$ cat config.mk
export PLATFORM = sky130hd
export DESIGN_NAME = tx_mac_flat
export DESIGN_NICKNAME = d
export VERILOG_FILES = /design/src/rtl/eth_pkg.sv /design/src/rtl/tx_mac_if.sv /design/src/rtl/crc32.sv /design/src/rtl/tx_mac.sv /design/src/flat_wrapper.sv
export SDC_FILE = /design/constraint.sdc
export NUM_CORES = 1
export LEC_CHECK = 0
export ABC_AREA = 1
export BUFFER_PORTS_ARGS = -buffer_cell sky130_fd_sc_hd__clkbuf_2
export CORE_UTILIZATION = 43
export DETAILED_ROUTE_END_ITERATION = 8
export MAX_ROUTING_LAYER = met4
export PLACE_DENSITY = 0.68
export SYNTH_ARGS = -nofsm -noshare
export SYNTH_HDL_FRONTEND = slang
export SYNTH_SLANG_ARGS = --single-unit
$ cat constraint.sdc
create_clock -name clk -period 4.5 [get_ports clk]
set_input_delay 0.675 -clock clk [delete_from_list [all_inputs] [get_ports clk]]
set_output_delay 0.675 -clock clk [all_outputs]
set_load 0.02 [all_outputs]
$ cat src/rtl/eth_pkg.sv
// Shared Ethernet constants and TX MAC state type.
// Used by tx_mac and the crc32 engine shared with the receiver.
package eth_pkg;

    localparam logic [7:0]  ETH_HDR      = 8'h55;
    localparam logic [7:0]  ETH_SFD      = 8'hD5;
    localparam int          PREAMBLE_LEN = 7;
    localparam logic [31:0] CRC_INIT     = 32'hFFFF_FFFF;
    localparam logic [31:0] CRC_POLY     = 32'hEDB8_8320;

    typedef enum logic [2:0] {
        IDLE,
        PREAMBLE,
        PAYLOAD,
        PAD,
        FCS,
        DRAIN,
        IFG
    } tx_state_t;

endpackage

$ cat src/rtl/tx_mac_if.sv
// AXI-Stream byte channel from the TX FIFO into the MAC.
// master drives frame bytes, slave returns trdy.
interface tx_mac_if #(
    parameter int DATA_WIDTH = 8
) ();

    logic [DATA_WIDTH-1:0] tdata;
    logic                  tvalid;
    logic                  tlast;
    logic                  tuser;
    logic                  trdy;

    modport master (
        output tdata,
        output tvalid,
        output tlast,
        output tuser,
        input  trdy
    );

    modport slave (
        input  tdata,
        input  tvalid,
        input  tlast,
        input  tuser,
        output trdy
    );

endinterface

$ cat src/rtl/crc32.sv
// Ethernet CRC-32 (reflected 0x04C11DB7), LSB-first per byte.
// crc_out is the inverted register, ready to put on the wire.
module crc32
    import eth_pkg::*;
#(
    parameter int DATA_WIDTH = 8
) (
    input  logic                  clk,
    input  logic                  reset_n,
    input  logic                  clr,
    input  logic                  en,
    input  logic [DATA_WIDTH-1:0] data,
    output logic [31:0]           crc_out
);

    logic [31:0] crc_q;
    logic [31:0] crc_nxt;

    always_comb begin
        crc_nxt = crc_q;
        for (int i = 0; i < DATA_WIDTH; i++) begin
            if (crc_nxt[0] ^ data[i]) begin
                crc_nxt = (crc_nxt >> 1) ^ CRC_POLY;
            end else begin
                crc_nxt = crc_nxt >> 1;
            end
        end
    end

    always_ff @(posedge clk or negedge reset_n) begin
        if (!reset_n) begin
            crc_q <= CRC_INIT;
        end else if (clr) begin
            crc_q <= CRC_INIT;
        end else if (en) begin
            crc_q <= crc_nxt;
        end
    end

    assign crc_out = ~crc_q;

endmodule

$ cat src/rtl/tx_mac.sv
// Ethernet TX MAC: AXI-Stream bytes -> RGMII preamble/SFD/data/FCS/IFG.
// Build option TX_MAC_PAD_EN: zero-pad short frames up to MIN_FRAME_BYTES.
module tx_mac
    import eth_pkg::*;
#(
    parameter int DATA_WIDTH      = 8,
    parameter int IFG_BYTES       = 12,
    parameter int MIN_FRAME_BYTES = 60
) (
    input  logic                  clk,
    input  logic                  reset_n,
    tx_mac_if.slave               s_tx_axis,
    output logic [DATA_WIDTH-1:0] rgmii_mac_tx_data,
    output logic                  rgmii_mac_tx_dv,
    output logic                  rgmii_mac_tx_er,
    input  logic                  rgmii_mac_tx_rdy
);

    if (DATA_WIDTH != 8 || IFG_BYTES < 2 || IFG_BYTES > 16 ||
        MIN_FRAME_BYTES < 1 || MIN_FRAME_BYTES > 65535) begin : g_bad_cfg
        $error("tx_mac: unsupported parameter set");
    end

    // IDLE spends one enabled cycle deciding, so IFG holds one less.
    localparam logic [3:0] IFG_LAST = 4'(IFG_BYTES - 2);
`ifdef TX_MAC_PAD_EN
    localparam logic [15:0] MIN_CNT = 16'(MIN_FRAME_BYTES);
`endif

    tx_state_t             state_q, state_d;
    logic [2:0]            pre_q, pre_d;
    logic [3:0]            ifg_q, ifg_d;
    logic [1:0]            fcs_q, fcs_d;
    logic [15:0]           cnt_q, cnt_d, cnt_inc;
    logic [DATA_WIDTH-1:0] data_d;
    logic                  dv_d, er_d;
    logic                  crc_en, crc_clr;
    logic [DATA_WIDTH-1:0] crc_din;
    logic [31:0]           crc_out;

    assign s_tx_axis.trdy = rgmii_mac_tx_rdy &&
                            (state_q == PAYLOAD || state_q == DRAIN);

    assign cnt_inc = (cnt_q == 16'hFFFF) ? cnt_q : cnt_q + 16'd1;

    always_comb begin
        state_d = state_q;
        pre_d   = pre_q;
        ifg_d   = '0;
        fcs_d   = '0;
        cnt_d   = cnt_q;
        data_d  = '0;
        dv_d    = 1'b0;
        er_d    = 1'b0;
        crc_en  = 1'b0;
        crc_clr = 1'b0;
        crc_din = s_tx_axis.tdata;
        unique case (state_q)
            IDLE: begin
                if (s_tx_axis.tvalid) begin
                    state_d = PREAMBLE;
                    pre_d   = '0;
                    cnt_d   = '0;
                end
            end
            PREAMBLE: begin
                dv_d  = 1'b1;
                pre_d = pre_q + 3'd1;
                if (pre_q == 3'(PREAMBLE_LEN)) begin
                    data_d  = ETH_SFD;
                    crc_clr = 1'b1;
                    cnt_d   = '0;
                    state_d = PAYLOAD;
                end else begin
                    data_d = ETH_HDR;
                end
            end
            PAYLOAD: begin
                dv_d = 1'b1;
                if (!s_tx_axis.tvalid) begin
                    er_d    = 1'b1;
                    state_d = DRAIN;
                end else begin
                    data_d = s_tx_axis.tdata;
                    er_d   = s_tx_axis.tuser;
                    crc_en = 1'b1;
                    cnt_d  = cnt_inc;
                    if (s_tx_axis.tuser) begin
                        state_d = s_tx_axis.tlast ? IFG : DRAIN;
                    end else if (s_tx_axis.tlast) begin
`ifdef TX_MAC_PAD_EN
                        state_d = (cnt_inc < MIN_CNT) ? PAD : FCS;
`else
                        state_d = FCS;
`endif
                    end
                end
            end
`ifdef TX_MAC_PAD_EN
            PAD: begin
                dv_d    = 1'b1;
                crc_en  = 1'b1;
                crc_din = '0;
                cnt_d   = cnt_inc;
                if (cnt_inc >= MIN_CNT) begin
                    state_d = FCS;
                end
            end
`endif
            FCS: begin
                dv_d   = 1'b1;
                data_d = crc_out[{fcs_q, 3'b000} +: 8];
                fcs_d  = fcs_q + 2'd1;
                if (fcs_q == 2'd3) begin
                    state_d = IFG;
                end
            end
            DRAIN: begin
                if (s_tx_axis.tvalid && s_tx_axis.tlast) begin
                    state_d = IFG;
                end
            end
            IFG: begin
                ifg_d = ifg_q + 4'd1;
                if (ifg_q == IFG_LAST) begin
                    state_d = IDLE;
                end
            end
            default: begin
                state_d = IDLE;
            end
        endcase
    end

    always_ff @(posedge clk or negedge reset_n) begin
        if (!reset_n) begin
            state_q           <= IDLE;
            pre_q             <= '0;
            ifg_q             <= '0;
            fcs_q             <= '0;
            cnt_q             <= '0;
            rgmii_mac_tx_data <= '0;
            rgmii_mac_tx_dv   <= 1'b0;
            rgmii_mac_tx_er   <= 1'b0;
        end else if (rgmii_mac_tx_rdy) begin
            state_q           <= state_d;
            pre_q             <= pre_d;
            ifg_q             <= ifg_d;
            fcs_q             <= fcs_d;
            cnt_q             <= cnt_d;
            rgmii_mac_tx_data <= data_d;
            rgmii_mac_tx_dv   <= dv_d;
            rgmii_mac_tx_er   <= er_d;
        end
    end

    crc32 #(
        .DATA_WIDTH(DATA_WIDTH)
    ) u_crc32 (
        .clk    (clk),
        .reset_n(reset_n),
        .clr    (crc_clr && rgmii_mac_tx_rdy),
        .en     (crc_en && rgmii_mac_tx_rdy),
        .data   (crc_din),
        .crc_out(crc_out)
    );

endmodule

$ cat src/flat_wrapper.sv
// flat-port wrapper written by rule: the top's interface ports become plain ports
module tx_mac_flat import eth_pkg::*;
#(
    parameter int DATA_WIDTH      = 8,
    parameter int IFG_BYTES       = 12,
    parameter int MIN_FRAME_BYTES = 60
)
  (clk, reset_n, rgmii_mac_tx_data, rgmii_mac_tx_dv, rgmii_mac_tx_er, rgmii_mac_tx_rdy, s_tx_axis_tdata, s_tx_axis_tvalid, s_tx_axis_tlast, s_tx_axis_tuser, s_tx_axis_trdy);
  tx_mac_if #(.DATA_WIDTH(DATA_WIDTH)) s_tx_axis_i ();
  input  logic clk;
  input  logic reset_n;
  output logic [DATA_WIDTH-1:0] rgmii_mac_tx_data;
  output logic rgmii_mac_tx_dv;
  output logic rgmii_mac_tx_er;
  input  logic rgmii_mac_tx_rdy;
  input wire logic [$bits(s_tx_axis_i.tdata)-1:0] s_tx_axis_tdata;
  input wire logic [$bits(s_tx_axis_i.tvalid)-1:0] s_tx_axis_tvalid;
  input wire logic [$bits(s_tx_axis_i.tlast)-1:0] s_tx_axis_tlast;
  input wire logic [$bits(s_tx_axis_i.tuser)-1:0] s_tx_axis_tuser;
  output wire logic [$bits(s_tx_axis_i.trdy)-1:0] s_tx_axis_trdy;
  assign s_tx_axis_i.tdata = s_tx_axis_tdata;
  assign s_tx_axis_i.tvalid = s_tx_axis_tvalid;
  assign s_tx_axis_i.tlast = s_tx_axis_tlast;
  assign s_tx_axis_i.tuser = s_tx_axis_tuser;
  assign s_tx_axis_trdy = s_tx_axis_i.trdy;
  tx_mac #(.DATA_WIDTH(DATA_WIDTH), .IFG_BYTES(IFG_BYTES), .MIN_FRAME_BYTES(MIN_FRAME_BYTES)) u_core (.clk(clk), .reset_n(reset_n), .s_tx_axis(s_tx_axis_i), .rgmii_mac_tx_data(rgmii_mac_tx_data), .rgmii_mac_tx_dv(rgmii_mac_tx_dv), .rgmii_mac_tx_er(rgmii_mac_tx_er), .rgmii_mac_tx_rdy(rgmii_mac_tx_rdy));
endmodule
# --- Word level (Yosys, flattened, before mapping) ---
# Index checks and enable logic that the tools add are counted.
totals:
  ram_bits: 0
  mem_bits_ro: 0
  memories: 0
  reg_bits: 54
  inputBits: 14
  latch_bits: 0
op_classes:
  n_mux: 34
  bitwise_logic: 17
  shift: 1
  n_addsub: 3
  div_mod_pow: 0
  n_reduce_logical: 11
  n_eq_ne: 14
  multipliers: 0
  n_lt_le_gt_ge: 0
ops:
  columns: ["cell", "n"]
  rows:
  - ["$mux 32", 10]
  - ["$not 13->14", 8]
  - ["$not 32->32", 1]
  - ["$shiftx 32x6->8", 1]
  - ["$mux 3", 9]
  - ["$pmux 8 s3", 1]
  - ["$pmux 3 s6", 1]
  - ["$mux 8", 2]
  - ["$eq 3x3->1 const B", 4]
  - ["$xor 1x1->1", 8]
  - ["$mux 1", 7]
  - ["$reduce_and 7->1", 1]
  - ["$ne 2x1->1 const B", 3]
  - ["$pmux 3 s2", 1]
  - ["$add 4x1->4 const B", 1]
  - ["$eq 4x4->1 const B", 1]
  - ["$logic_and 1x1->1", 4]
  - ["$mux 2", 2]
  - ["$mux 4", 1]
  - ["$ne 2x2->1 const B", 2]
  - ["$ne 4x4->1 const B", 1]
  - ["$reduce_bool 2->1", 2]
  - ["$add 3x1->3 const B", 1]
  - ["$eq 3x1->1 const B", 1]
  - ["7 further kinds", 7]

# --- Depth between registers and ports, before layout ---
# Gate-level depths: netlist of the first run.
logic_depth:
  word_depth: 18
  mapped_depth: 12
  ltp_nobuf: 12

# --- Hierarchy ---
# Synthesis of the first run repeated with hierarchy kept, for this count alone.
hier_totals:
  cells_unflattened: 580
  area_unflattened_um2: 4010.1
by_module_without_submodules:
  columns: ["module", "area_per_inst_um2", "seq_area_each_um2", "n_inst", "cells_each"]
  rows:
  - ["crc32", 2344.7, 840.8, 1, 326]
  - ["tx_mac", 1665.3, 550.5, 1, 254]

# --- Least setup slack after synthesis of the first run ---
# OpenSTA, ideal clock, no wires.
synth_timing:
  kind: "in2out"
  start: "input port rgmii_mac_tx_rdy"
  end: "output port s_tx_axis_trdy"
  stages: 3
  arrival_time_ns: 1.323
  slack_ns: 2.502
  path_buffers: 1
  path_cell_list: "inv_2 > clkbuf_1 > a21oi_1"
synth_between:
  elab_chain_len: 1
synth_lines:
  columns: ["item", "line_no", "text"]
  rows:
  - ["start, declared", "flat_wrapper.sv:15", "input logic rgmii_mac_tx_rdy;"]
  - ["$logic_and 1x1->1", "tx_mac.sv:41", "assign s_tx_axis.trdy = rgmii_mac_tx_rdy &&"]
  - ["end, declared", "flat_wrapper.sv:20", "output wire logic [$bits(s_tx_axis_i.trdy)-1:0] s_tx_axis_trdy;"]
# Every way passes these cells.

# --- Final worst setup path of the first run ---
layout_timing:
  start: "register u_core.state_q[2]"
  end: "register u_core.u_crc32.crc_q[31]"
layout_between:
  elab_chain_len: 4
  elab_cells_between_ends: 8
  cone_classes: "2 x eq/ne; 3 x mux; 3 x reduce/logical"
layout_lines:
  columns: ["item", "line_no", "text"]
  rows:
  - ["start, declared", "tx_mac.sv:30", "tx_state_t state_q, state_d;"]
  - ["start signal, assigned", "tx_mac.sv:146", "state_q <= state_d;"]
  - ["$eq 3x1->1 or $eq 3x2->1 (tied branches)", "tx_mac.sv:58", "unique case (state_q)"]
  - ["$mux 1", "tx_mac.sv:58", null]
  - ["$logic_and 1x1->1 (on tied branches)", "tx_mac.sv:162, tx_mac.sv:163", null]
  - ["$mux 32 or $reduce_bool 2->1 (tied branches)", null, null]
  - ["end signal, assigned", "crc32.sv:36", "crc_q <= crc_nxt;"]
  - ["end, declared", "crc32.sv:16", "logic [31:0] crc_q;"]
# Several ways; a longest one is shown, not always the timed one.
# A chain may end at the register's enable or synchronous reset.

==> results of run 1 <==
==> flip-flops by register name, summed over array words and instances, names as in the netlist <==
register and cells:
u_core.fcs_q 2, u_core.u_crc32.crc_q 32, u_core.ifg_q 4, u_core.rgmii_mac_tx_er 1, u_core.state_q 3, u_core.rgmii_mac_tx_data 8, u_core.pre_q 3, u_core.rgmii_mac_tx_dv 1
==> worst max-delay path by stage <==
| stage | from | end | slack (ps) | cells past startpoint |
|---|---|---|---|---|
| 2_1_floorplan | rgmii_mac_tx_rdy | s_tx_axis_trdy | 2500 | 3 |
| 3_3_place_gp | rgmii_mac_tx_rdy | u_core.u_crc32.crc_q[21] | 2000 | 7 |
| 3_5_place_dp | rgmii_mac_tx_rdy | u_core.u_crc32.crc_q[31] | 1930 | 6 |
| 4_1_cts | u_core.state_q[2] | u_core.u_crc32.crc_q[31] | 1990 | 8 |
| 5_1_grt | u_core.state_q[2] | u_core.u_crc32.crc_q[21] | 1800 | 9 |
| 6_report | u_core.state_q[2] | u_core.u_crc32.crc_q[31] | 1990 | 8 |
==> logic make-up (layout without fill, tap and decap cells) <==
kind of cell | after synthesis | in the layout | share of synthesized area, %
AND/OR/NAND/NOR | 267 | 267 | 29.2
buffers and inverters | 90 | 108 | 9.93
adder cells (fa/ha/maj) | 5 | 5 | 1.65
XOR/XNOR | 36 | 36 | 8.51
flip-flops | 54 | 54 | 36.7
AO/OA/AOI/OAI | 93 | 93 | 14.0
==> stage by stage <==
| step | instance area [µm²] | setup WS, ps |
|---|---|---|
| floorplan | 3790 | 2500 |
| global placement | 3960 | 2000 |
| detailed placement | 3960 | 1930 |
| CTS | 4070 | 1990 |
| global route | 4070 | 1800 |
| finish | 4070 | 1990 |
==> routing by layer <==
layer	routed length (µm)	global-route usage, %	vias to the layer above
met5	0	-	-
met3	675	3.00	12
li1	-	-	1773
met4	120	6.47	0
met2	4690	39.4	151
met1	4550	32.4	1665
==> power by group <==
part           internal, mW  switching [mW]
clock                 0.166           0.168
sequential            0.790           0.191
combinational         0.566            1.09
total                  1.52            1.45
==> worst max-delay path, cell delays in order (launching register included) <==
cell and delay [ps]:
dfrtp_1 510, nor2_2 180, nand2_1 130, inv_2 110
nand2_2 210, a21oi_4 650, inv_2 300, nor2_1 200
o21bai_1 140
==> layout make-up <==
cell class | instances | area (µm²) | share of cell area [%]
Clock buffer | 6 | 72.6 | 1.78
Tap cell | 105 | 131 | 3.23
Multi-Input combinational cell | 401 | 2030 | 49.8
Clock inverter | 2 | 37.5 | 0.923
Timing Repair Buffer | 25 | 128 | 3.14
Sequential cell | 54 | 1390 | 34.2
Inverter | 75 | 282 | 6.92
==> cells in the final DEF, fill, tap and decap left out, drive strengths merged, types with 2 or more instances in the layout <==
cell	instances
a21oi	16
a31oi	2
a32oi	2
clkbuf	30
dfrtp	22
dfstp	32
ha	5
inv	74
nand2	188
nand3	38
nor2	31
nor3	5
o211ai	4
o21ai	53
o221ai	2
o22ai	9
or2	3
xnor2	7
xor2	29
==> impl_metrics.csv, run 1 <==
group,metric,value,unit
floorplanning,rows,33,
yosys,syn_area_per_cell,6.96,µm²
place,hpwl,7.24,mm
run_status,status,"finished, final reports clean",
cells_and_area,fin_nets,581,
timing,holdWs,478,ps
detailed_routing,drt_iter0_markers,248,
yosys,synth_nets,564,
detailed_routing,vias,3601,
detailed_routing,drc,0,
timing,fin_crit,2510,ps
power_and_ir_drop,p_leak,2.10,nW
floorplanning,die_area,9200,µm²
clock_network,cts_tree,"yes",
worst_setup_path,critPathArrivalTime,2760,ps
floorplanning,die_h,95.9,µm
place,placed_cells,660,
timing,rsz0062_at_grt,"false",
worst_setup_path,crit_type,"reg2reg",
yosys,synth_top_area_share,22.2,%
worst_setup_path,setup.worst_path.start_class,"flop",
yosys,synth.most_common_cell,"nand2_1",
floorplanning,io_pins,25,
yosys,synth_area_leaders,"dfstp_2, nand2_1, dfrtp_1",
grt,track_usage,24.4,%
clock_network,clock-sinks,54,
clock_network,h-tree-depth,2,
clock_network,root_buffer,"clkbuf_8",
clock_network,clock_tree.buffer_depth,2,
clock_network,cts_hold_buffers,0,
worst_setup_path,worstReg2RegEnd,"u_core.u_crc32.crc_q[31]",
yosys,async_flop_share,100,%
yosys,synth-edff-count,0,
worst_setup_path,rrSetupSlack,1990,ps
job,cap_violations,0,
detailed_routing,detail_route.wl_per_cell,15.0,µm
cells_and_area,diodes,0,
yosys,yosys_warnings,0,
place,gp_congestion,0.931,
floorplanning,die_w,95.9,µm
clock_network,postCtsSetupBuffers,0,
timing,maxSlewHeadroom,53.2,%
hold_path,hold_class,"in2async",
timing,worst_slew_pin_slew,701,ps
power_and_ir_drop,finalPower,2.97,mW
cells_and_area,final_cell_count_no_fill,668,
timing,final-max-slew-violation-count,0,
grt,grt_overflow,0,
timing,max_freq,0.398,GHz
timing,setup_tns,0,ps
grt,grt_pass1_wl,16.6,mm
worst_setup_path,cp_data_required_time,4740,ps
power_and_ir_drop,ir_worst_vdd,337,µV
detailed_routing,viasPerCell,5.39,
floorplanning,core_area,8380,µm²
grt,grt_pass1_vias,3385,
timing,hold_violations,0,
timing,setup_viol,0,
clock_network,numCtsBuffers,5,
detailed_routing,first_pass_iters,6,
power_and_ir_drop,power_density,731,nW/µm²
yosys,ys_ff_latch,54,
clock_network,clk_pin_slew,100,ps
place,io_buffers,24,
yosys,ys.flop_type,"dfstp_2",
floorplanning,start_util,45.3,%
cells_and_area,fin_util,48.5,%
detailed_routing,drt_wl_total,10.0,mm
timing,skew,12.0,ps
clock_network,worst_skew_pair.late_latency,310,ps
detailed_routing,final_antenna_net_count,0,
yosys,synth_top_cell_by_area,"dfstp_2",
yosys,netlist_area,3790,µm²
cells_and_area,syn_to_final_growth,7.22,%
yosys,yosysSeqAreaShare,36.7,%
cells_and_area,nFillCells,830,
worst_setup_path,reg2regPathDepth,8,
grt,grt_max_degree,55,
clock_network,cts_resized,0,
cells_and_area,drive_gt1_share,16.9,%
yosys,synthDistinctLibCells,39,
timing,period_share,55.8,%
worst_setup_path,rr_startpoint,"u_core.state_q[2]",
yosys,syn_inst,545,
worst_setup_path,end_kind,"flop",
grt,grt_antenna_before_repair,0,
worst_setup_path,cp_max_fo,23,
yosys,ys_top_cells_by_count,"nand2_1, inv_1, nand3_1",
No activity file was read; power rests on OpenSTA's default activity.
==> inputs of run 2 (changes only) <==
--- a/config.mk
+++ b/config.mk
@@ -10,7 +10,7 @@
 export CORE_UTILIZATION = 43
 export DETAILED_ROUTE_END_ITERATION = 8
 export MAX_ROUTING_LAYER = met4
-export PLACE_DENSITY = 0.68
+export PLACE_DENSITY = 0.7
 export SYNTH_ARGS = -nofsm -noshare
 export SYNTH_HDL_FRONTEND = slang
 export SYNTH_SLANG_ARGS = --single-unit
==> constraint.sdc (replaced) <==
create_clock -name clk -period 2.2 [get_ports clk]
set_input_delay 0.33 -clock clk [delete_from_list [all_inputs] [get_ports clk]]
set_output_delay 0.33 -clock clk [all_outputs]
set_load 0.02 [all_outputs]
==> run 2 against run 1 <==
Against the previous run: non-clock buffer count increased by 15; clock-buffer cell count unchanged; critical path depth increased by 3; sequential share of layout area decreased by 0.84 points; clock skew decreased by 0.64 ps; largest cell class unchanged; clock power increased by 64%; die area unchanged; design area increased by 2.5%; utilization increased by 1.2 points; maximum frequency increased by 25%; power increased by 100%.
==> impl_metrics.csv, run 2 (synthesis gave the netlist of run 1 again) <==
group,metric,value,unit
power_and_ir_drop,switchingPower,2.96,mW
detailed_routing,vias,3627,
floorplanning,die_h,95.9,µm
floorplanning,rows,33,
cells_and_area,largest_register_ffs,32,
timing,final-max-slew-violation-count,0,
detailed_routing,final_antenna_net_count,0,
floorplanning,die_w,95.9,µm
cells_and_area,top_regs,"u_core.u_crc32.crc_q (32), u_core.rgmii_mac_tx_data (8), u_core.ifg_q (4)",
worst_setup_path,critPathArrivalTime,2270,ps
power_and_ir_drop,p_int,3.10,mW
timing,setup_tns,0,ps
worst_setup_path,rrSetupSlack,180,ps
worst_setup_path,rr_startpoint,"u_core.u_crc32.crc_q[0]",
clock_network,cts_resized,0,
clock_network,clock_tree.buffer_depth,2,
cells_and_area,final_cell_count_no_fill,683,
cells_and_area,final_cell_mix,"nand2_1, inv_1, nand3_1",
power_and_ir_drop,combPwrFrac,58.5,%
timing,rsz0062_at_grt,"false",
cells_and_area,final_common_cell,"nand2_1",
floorplanning,die_area,9200,µm²
detailed_routing,first_pass_iters,5,
cells_and_area,drive_gt1_share,19.4,%
worst_setup_path,startpoint,"u_core.u_crc32.crc_q[0]",
cells_and_area,fin_nets,596,
detailed_routing,drc,0,
clock_network,numCtsBuffers,5,
job,cap_violations,0,
place,gp_congestion,0.936,
power_and_ir_drop,p_leak,2.18,nW
power_and_ir_drop,switching_share,48.8,%
grt,grt_pass1_vias,3430,
power_and_ir_drop,power_density,1450,nW/µm²
cells_and_area,diodes,0,
floorplanning,core_area,8380,µm²
worst_setup_path,reg2regPathDepth,11,
detailed_routing,viasPerCell,5.31,
power_and_ir_drop,pwr-share-seq,32.4,%
grt,grt_antenna_before_repair,0,
clock_network,clk_pin_slew,100,ps
cells_and_area,fin_area,4170,µm²
place,hpwl,7.70,mm
worst_setup_path,crit_type,"reg2reg",
clock_network,cts_tree,"yes",
cells_and_area,syn_to_final_growth,9.93,%
cells_and_area,fin_util,49.8,%
hold_path,hold_class,"in2async",
run_status,status,"finished, final reports clean",
worst_setup_path,worstReg2RegEnd,"u_core.u_crc32.crc_q[19]",
clock_network,worst_skew_pair.late_latency,310,ps
detailed_routing,detail_route.wl_per_cell,14.8,µm
grt,grt_overflow,0,
detailed_routing,drt_iter0_markers,305,
timing,max_freq,0.496,GHz
timing,worst_slew_pin_slew,718,ps
grt,grt_pass1_wl,16.8,mm
timing,maxSlewHeadroom,52.0,%
grt,grt_max_degree,32,
timing,fin_crit,2020,ps
grt,track_usage,24.8,%
clock_network,h-tree-depth,2,
worst_setup_path,setup.worst_path.start_class,"flop",
timing,skew,11.3,ps
detailed_routing,drt_wl_total,10.1,mm
power_and_ir_drop,clkPwrFrac,9.1,%
timing,period_share,91.7,%
cells_and_area,regMostFlops,"u_core.u_crc32.crc_q",
timing,hold_violations,0,
floorplanning,io_pins,25,
place,placed_cells,675,
timing,setup_viol,0,
place,io_buffers,24,
clock_network,root_buffer,"clkbuf_8",
place,placed_cell_area,4080,µm²
worst_setup_path,cp_data_required_time,2450,ps
floorplanning,start_util,45.3,%
worst_setup_path,end_kind,"flop",
power_and_ir_drop,ir_worst_vdd,548,µV
worst_setup_path,cp_max_fo,8,
clock_network,postCtsSetupBuffers,0,
clock_network,cts_hold_buffers,0,
cells_and_area,nFillCells,842,
clock_network,clock-sinks,54,
==> run 2: changes by cell type in the layout (fill, tap and decap cells not counted) <==
cell / delta
buf_4: +14
clkinv_2: +2
nand2_1: -2
nand2_2: +2
buf_12: +1
bufinv_16: -1
clkinvlp_4: -1
==> run 2: critical path, stage by stage, from the launching register on <==
cell,delay (ps)
dfstp_2,570
nand2_1,60
nand2_2,220
nand2_1,90
nand2_1,210
nand2_1,110
nand2_1,200
nand2_1,140
nand3_1,100
nand3_1,120
nand2_1,90
inv_1,40
==> run 2: metal layers <==
metal,wire length [µm],part of all wire (%),global-route usage [%],vias to the layer above
li1,-,-,-,1803
met1,4840,48,34.0,1686
met2,4470,44,38.1,123
met3,659,6.5,4.58,15
met4,150,1.5,5.85,0
met5,0,0,-,-
==> run 2: cell type report <==
type                    instances  area [µm²]  area share [%]
flip-flops and latches         54        1390            33.4
inverters                      75         282            6.75
clock inverters                 2        10.0           0.240
well taps                     105         131            3.15
multi-input cells             401        2030            48.7
repair buffers                 40         253            6.06
clock buffers                   6        72.6            1.74
==> run 2: worst max path at each step <==
stage,to,slack (ps),depth (start not counted)
3_5_place_dp,u_core.u_crc32.crc_q[19],180,13
3_3_place_gp,u_core.u_crc32.crc_q[19],220,11
2_1_floorplan,u_core.u_crc32.crc_q[19],610,11
5_1_grt,u_core.u_crc32.crc_q[19],10,13
6_report,u_core.u_crc32.crc_q[19],180,11
4_1_cts,u_core.u_crc32.crc_q[19],170,11
==> run 2: per-stage QoR <==
step | hold WS (ps) | total power, mW | setup slack (ps)
3_5_place_dp | 387 | 5.47 | 184
3_3_place_gp | 366 | 5.39 | 218
6_report | 22.8 | 6.06 | 183
4_1_cts | 45.5 | 6.04 | 170
5_1_grt | 66.7 | 6.67 | 13.8
2_1_floorplan | 34.4 | 4.55 | 612
==> run 2: power by group through the flow <==
| stage | Clock [mW] | Sequential, mW | Combinational (mW) |
|---|---|---|---|
| 3_3_place_gp | 0 | 1.95 | 3.44 |
| 6_report | 0.551 | 1.97 | 3.55 |
| 3_5_place_dp | 0 | 1.97 | 3.49 |
| 2_1_floorplan | 0 | 1.95 | 2.60 |
| 4_1_cts | 0.566 | 1.96 | 3.52 |
| 5_1_grt | 0.607 | 2.03 | 4.04 |
